--- config.mk ---
export PLATFORM = sky130hd
export DESIGN_NAME = fb_pingpong_ctrl
export DESIGN_NICKNAME = d
export VERILOG_FILES = /design/src/rtl/fb_pingpong_ctrl.sv
export SDC_FILE = /design/constraint.sdc
export NUM_CORES = 1
export LEC_CHECK = 0
export ABC_AREA = 1
export BUFFER_PORTS_ARGS = -buffer_cell sky130_fd_sc_hd__clkbuf_2
export CAP_MARGIN = 15
export CORE_UTILIZATION = 55
export DETAILED_ROUTE_END_ITERATION = 10
export GPL_ROUTABILITY_DRIVEN = 0
export GPL_TIMING_DRIVEN = 0
export PLACE_DENSITY = 0.88
export SYNTH_ARGS = -nofsm -noshare
export SYNTH_HDL_FRONTEND = slang
export SYNTH_SLANG_ARGS = --single-unit
--- constraint.sdc ---
create_clock -name clock -period 2.05 [get_ports clock]
set_input_delay 0 -clock clock [delete_from_list [all_inputs] [get_ports clock]]
set_output_delay 0 -clock clock [all_outputs]
set_load 0.02 [all_outputs]
--- src/rtl/fb_pingpong_ctrl.sv ---
// Ping-pong frame buffer controller: back-buffer write steering and front-buffer scan.
// Optional macro FB_DROP_CNT_EN enables the saturating dropped-frame counter.
module fb_pingpong_ctrl #(
  parameter int ADDR_W      = 20,
  parameter int FRAME_WORDS = 307200
) (
  input  logic              clock,
  input  logic              reset,
  input  logic              in_valid,
  input  logic              in_sof,
  output logic              WE0,
  output logic              WE1,
  output logic [ADDR_W-1:0] addr_w,
  input  logic              rd_en,
  output logic [ADDR_W-1:0] addr_r,
  output logic              rd_sel,
  output logic              frame_start,
  output logic              sof_err,
  output logic [7:0]        drop_cnt
);

  typedef enum logic [1:0] {
    W_IDLE,
    W_FILL,
    W_DONE
  } wstate_t;

  localparam logic [ADDR_W-1:0] LAST =
    ADDR_W'(FRAME_WORDS - 1);

  wstate_t           state;
  wstate_t           state_nx;
  logic [ADDR_W-1:0] wcnt;
  logic [ADDR_W-1:0] wcnt_nx;
  logic              err_nx;
  logic              sof_px;
  logic              restart;
  logic              wr_hit;
  logic              wrap;
  logic              swap;

  assign sof_px  = in_valid & in_sof;
  assign wrap    = rd_en & (addr_r == LAST);
  assign swap    = wrap & (state == W_DONE);
  assign restart = sof_px & (state == W_FILL);

  // Gated by reset so no buffer is written while reset is held.
  assign wr_hit = reset & in_valid &
                  (((state == W_IDLE) & in_sof) |
                   (state == W_FILL));

  assign WE0 = wr_hit & rd_sel;
  assign WE1 = wr_hit & ~rd_sel;

  // A mid-frame restart pixel lands at word 0, not at the counter.
  assign addr_w = restart ? '0 : wcnt;

  always_comb begin
    state_nx = state;
    wcnt_nx  = wcnt;
    err_nx   = sof_err;
    case (state)
      W_IDLE: begin
        if (sof_px) begin
          state_nx = W_FILL;
          wcnt_nx  = ADDR_W'(1);
        end
      end
      W_FILL: begin
        if (restart) begin
          wcnt_nx = ADDR_W'(1);
          err_nx  = 1'b1;
        end else if (in_valid) begin
          if (wcnt == LAST) begin
            wcnt_nx  = '0;
            state_nx = W_DONE;
          end else begin
            wcnt_nx = wcnt + 1'b1;
          end
        end
      end
      W_DONE: begin
        if (swap) state_nx = W_IDLE;
      end
      default: state_nx = W_IDLE;
    endcase
  end

  always_ff @(posedge clock or negedge reset) begin
    if (!reset) begin
      state   <= W_IDLE;
      wcnt    <= '0;
      sof_err <= 1'b0;
    end else begin
      state   <= state_nx;
      wcnt    <= wcnt_nx;
      sof_err <= err_nx;
    end
  end

  always_ff @(posedge clock or negedge reset) begin
    if (!reset) begin
      addr_r      <= '0;
      rd_sel      <= 1'b0;
      frame_start <= 1'b0;
    end else begin
      frame_start <= wrap;
      rd_sel      <= rd_sel ^ swap;
      if (rd_en) begin
        addr_r <= wrap ? '0 : addr_r + 1'b1;
      end
    end
  end

`ifdef FB_DROP_CNT_EN
  logic       drop_ev;
  logic [7:0] drop_q;

  assign drop_ev  = sof_px & (state == W_DONE);
  assign drop_cnt = drop_q;

  always_ff @(posedge clock or negedge reset) begin
    if (!reset) begin
      drop_q <= 8'd0;
    end else if (drop_ev && drop_q != 8'hFF) begin
      drop_q <= drop_q + 8'd1;
    end
  end
`else
  assign drop_cnt = 8'd0;
`endif

endmodule
==> summary.txt <==
Critical path
  – Max stage delay on crit path: 410 ps
  – CP Data Arrival Time: 1800 ps
  – Crit Path Max Fanout: 10
  – CP required: 2050 ps
  – CP endpoint kind: output port
  – Critical path class: flop to output port
  – CP cell instances: inv_1 -> nand2_1 -> nor2_1 -> clkbuf_1 -> nor2_1 -> clkbuf_2
  – Slowest-stage cell, CP: clkbuf_1
  – Crit path top cell by count: nor2_1
  – Startpoint Class: flop

Layout
  – Register Area: 0.00113 mm^2
  – Layout Cell Area excl Fill: 0.00326 mm^2
  – Synthesis-to-layout area growth: 18.7%
  – # fillers: 432
  – Nets: 468
  – Multi-input gate area: 0.00133 mm^2
  – Share of post-route cells with drive strength above 1: 18.6%
  – Diodes inserted: 0

Die
  – Die width: 72.6 um
  – # rows: 25
  – Die ar.: 0.00527 mm^2
  – Starting Density: 57.7%
  – Io pins: 58
  – Die H: 72.6 um
  – Core Area: 0.00475 mm^2

Synth
  – Most used flip-flop cell after synthesis: dfrtp_1
  – Synth top area share: 41.1%
  – Post-Synthesis Cells: 397
  – Synth Area per Inst: 6.91 um^2
  – Post-synthesis cell area: 0.00274 mm^2
  – Synth area leaders: dfrtp_1 41%, nand2_1 11%, nor2_1 11%, inv_1 7.8%, nand3_1 4.9%
  – Post-synth EDFFs: 0
  – Commonest cells in the netlist: 83 x nand2_1, 83 x nor2_1, 57 x inv_1
  – #FFs+latches synth: 45
  – Post-synth top area cell: dfrtp_1
  – Netlist cell types: 28
  – Post-synth ARST share: 100%
  – Seq/Total Area, Yosys: 41.1%
  – Ys Warns: 0

Timing
  – Setup TNS after final layout: 0 ps
  – Fmax: 0.556 GHz
  – Clk_skew: 3.94 ps
  – Final hold viol count: 0
  – Setup ws final: 250 ps
  – Final Critical Period: 1800 ps
  – Final setup fails: 0
  – Max Slew Vio Count: 0
  – RSZ-0062 raised after global routing: false
  – Period utilization: 87.8%

Route
  – DRC Markers: 0
  – Via density per instance: 5.11
  – DR pass1 iterations: 4
  – Via count: 2,703
  – Antenna-violating nets left: 0
  – DR WL/cell: 12.1 um
  – DRT iter0 DRCs: 189
  – WL final: 6420 um

Status
  – Status: finished clean

Power and ir drop
  – Leakage: 1.70 nW
  – Sequential Power Share: 39.3%
  – VDD IR max: 695 uV
  – Power per Cell Area: 943 mW/mm^2
  – Clk pwr share: 25.7%
  – Net Sw Frac: 39.5%
  – Int Pwr: 1.86 mW
  – Combinational Power Share: 35.0%
  – Psw: 1.21 mW

CTS
  – CTS tree: done
  – Max H-tree Level: 2
  – CTS Buf Count: 5
  – Post-CTS Setup Bufs: 0
  – Root buffer cell: clkbuf_8
  – Skew-Pair Late Insertion Delay: 300 ps
  – Reg clk slew, reported paths: 80 ps
  – CTS Sinks: 45
  – Max Buffers Root-to-Sink: 2

Global routing
  – Grt ovf: 0
  – First-pass GRT wire length: 10,700 um
  – All-layer global routing usage: 26.4%
  – GRT busiest layer: met2
  – M2 GR Usage: 46.4%
  – Met1 Use GR: 31.7%
  – Pin count of the biggest net entering global routing: 47
  – Met3 usage: 4.56%
  – Antenna violations before repair: 0
  – Vias in the first global route: 2,531

Place
  – PortBufs: 48
  – Worst slack at placement: 355 ps
  – Area after DPL: 0.00309 mm^2
  – Hpwl dp: 4660 um

Job
  – MaxCap Viol Count: 0

Min path
  – HP Class: primary input to flop
-- logic make-up after synthesis --
kind of cell	Yosys count	synth area share, %
and+or+nand+nor	235	37.4
other	1	0.137
xor gates and xnor gates	9	2.87
adders and majority gates	2	0.912
DFF	45	41.1
AOI/OAI and AO/OA	33	6.34
buffers and inverters	72	11.3
-- worst max-delay path, delay by kind of cell (launching register included) --
family / cells / cell delay, ps
buffers and inverters: 3 / 710
AND/OR/NAND/NOR: 3 / 430
flip-flops: 1 / 370
-- final timing paths --
path | start | endpoint | slack, ps | depth (start not counted)
max in group asynchronous | reset | addr_r[15] | 1390 | 3
min in group asynchronous | reset | wcnt[5] | 160 | 2
worst max register to register | wcnt[0] | wcnt[9] | 270 | 10
worst max-delay path | state[1] | addr_w[8] | 250 | 6
worst min-delay path | rd_en | addr_r[1] | 30 | 3
worst min register to register | sof_err | sof_err | 480 | 1
-- power by group through the flow --
stage / Clock, mW / Sequential [mW] / Combinational, mW
3_3_place_gp: 0 / 1.22 / 1.02
6_report: 0.788 / 1.21 / 1.07
2_1_floorplan: 0 / 1.29 / 0.662
5_1_grt: 0.826 / 1.23 / 1.20
3_5_place_dp: 0 / 1.22 / 1.06
4_1_cts: 0.805 / 1.20 / 1.07
-- state kept, by name (all words and copies together), names as in the netlist --
register / count
state: 2
addr_r: 20
frame_start: 1
rd_sel: 1
sof_err: 1
wcnt: 20
-- stage by stage --
| stage | hold slack, ps | util, % | cells | power (mW) |
|---|---|---|---|---|
| detailed placement | 267 | 65.1 | 519 | 2.28 |
| finish | 29.5 | 68.5 | 529 | 3.07 |
| CTS | 27.1 | 68.1 | 528 | 3.08 |
| floorplan | -296 | - | 404 | 1.95 |
| global route | 36.4 | 68.5 | 529 | 3.26 |
| global placement | 264 | 65.1 | 519 | 2.24 |
-- final cells by class --
class / count / area share [%]
inverter: 59 / 6.80
buffer: 13 / 2.73
tap: 67 / 2.57
sequential: 45 / 34.6
multi-input combinational: 287 / 40.9
clock inverter: 3 / 2.00
clock buffer: 5 / 2.11
timing repair buffer: 50 / 8.30
-- what timing repair did --
action / in CTS / in global routing
hold buffers: 1 / 0
hold endpoints to repair: 45 / 0
gates resized for setup: 0 / 0
-- cells in the final DEF, fill, tap and decap left out, drive strengths merged, types with 2 or more instances in the layout --
cell	instances
buf	12
bufinv	2
clkbuf	55
o21ai	15
nand3	27
nor2	88
a21oi	17
dfrtp	45
nand3b	2
nand2	89
inv	59
nor3	15
nand4	12
ha	2
conb	8
xor2	8
-- metal layers --
metal / vias to the layer above / routed length (um) / share of wire [%]
met5: - / 0 / 0
met4: 0 / 103 / 1.6
met3: 11 / 268 / 4.2
met2: 75 / 3410 / 53
met1: 1263 / 2640 / 41
li1: 1354 / - / -
Note: power is estimated with default switching activity, not from simulation.
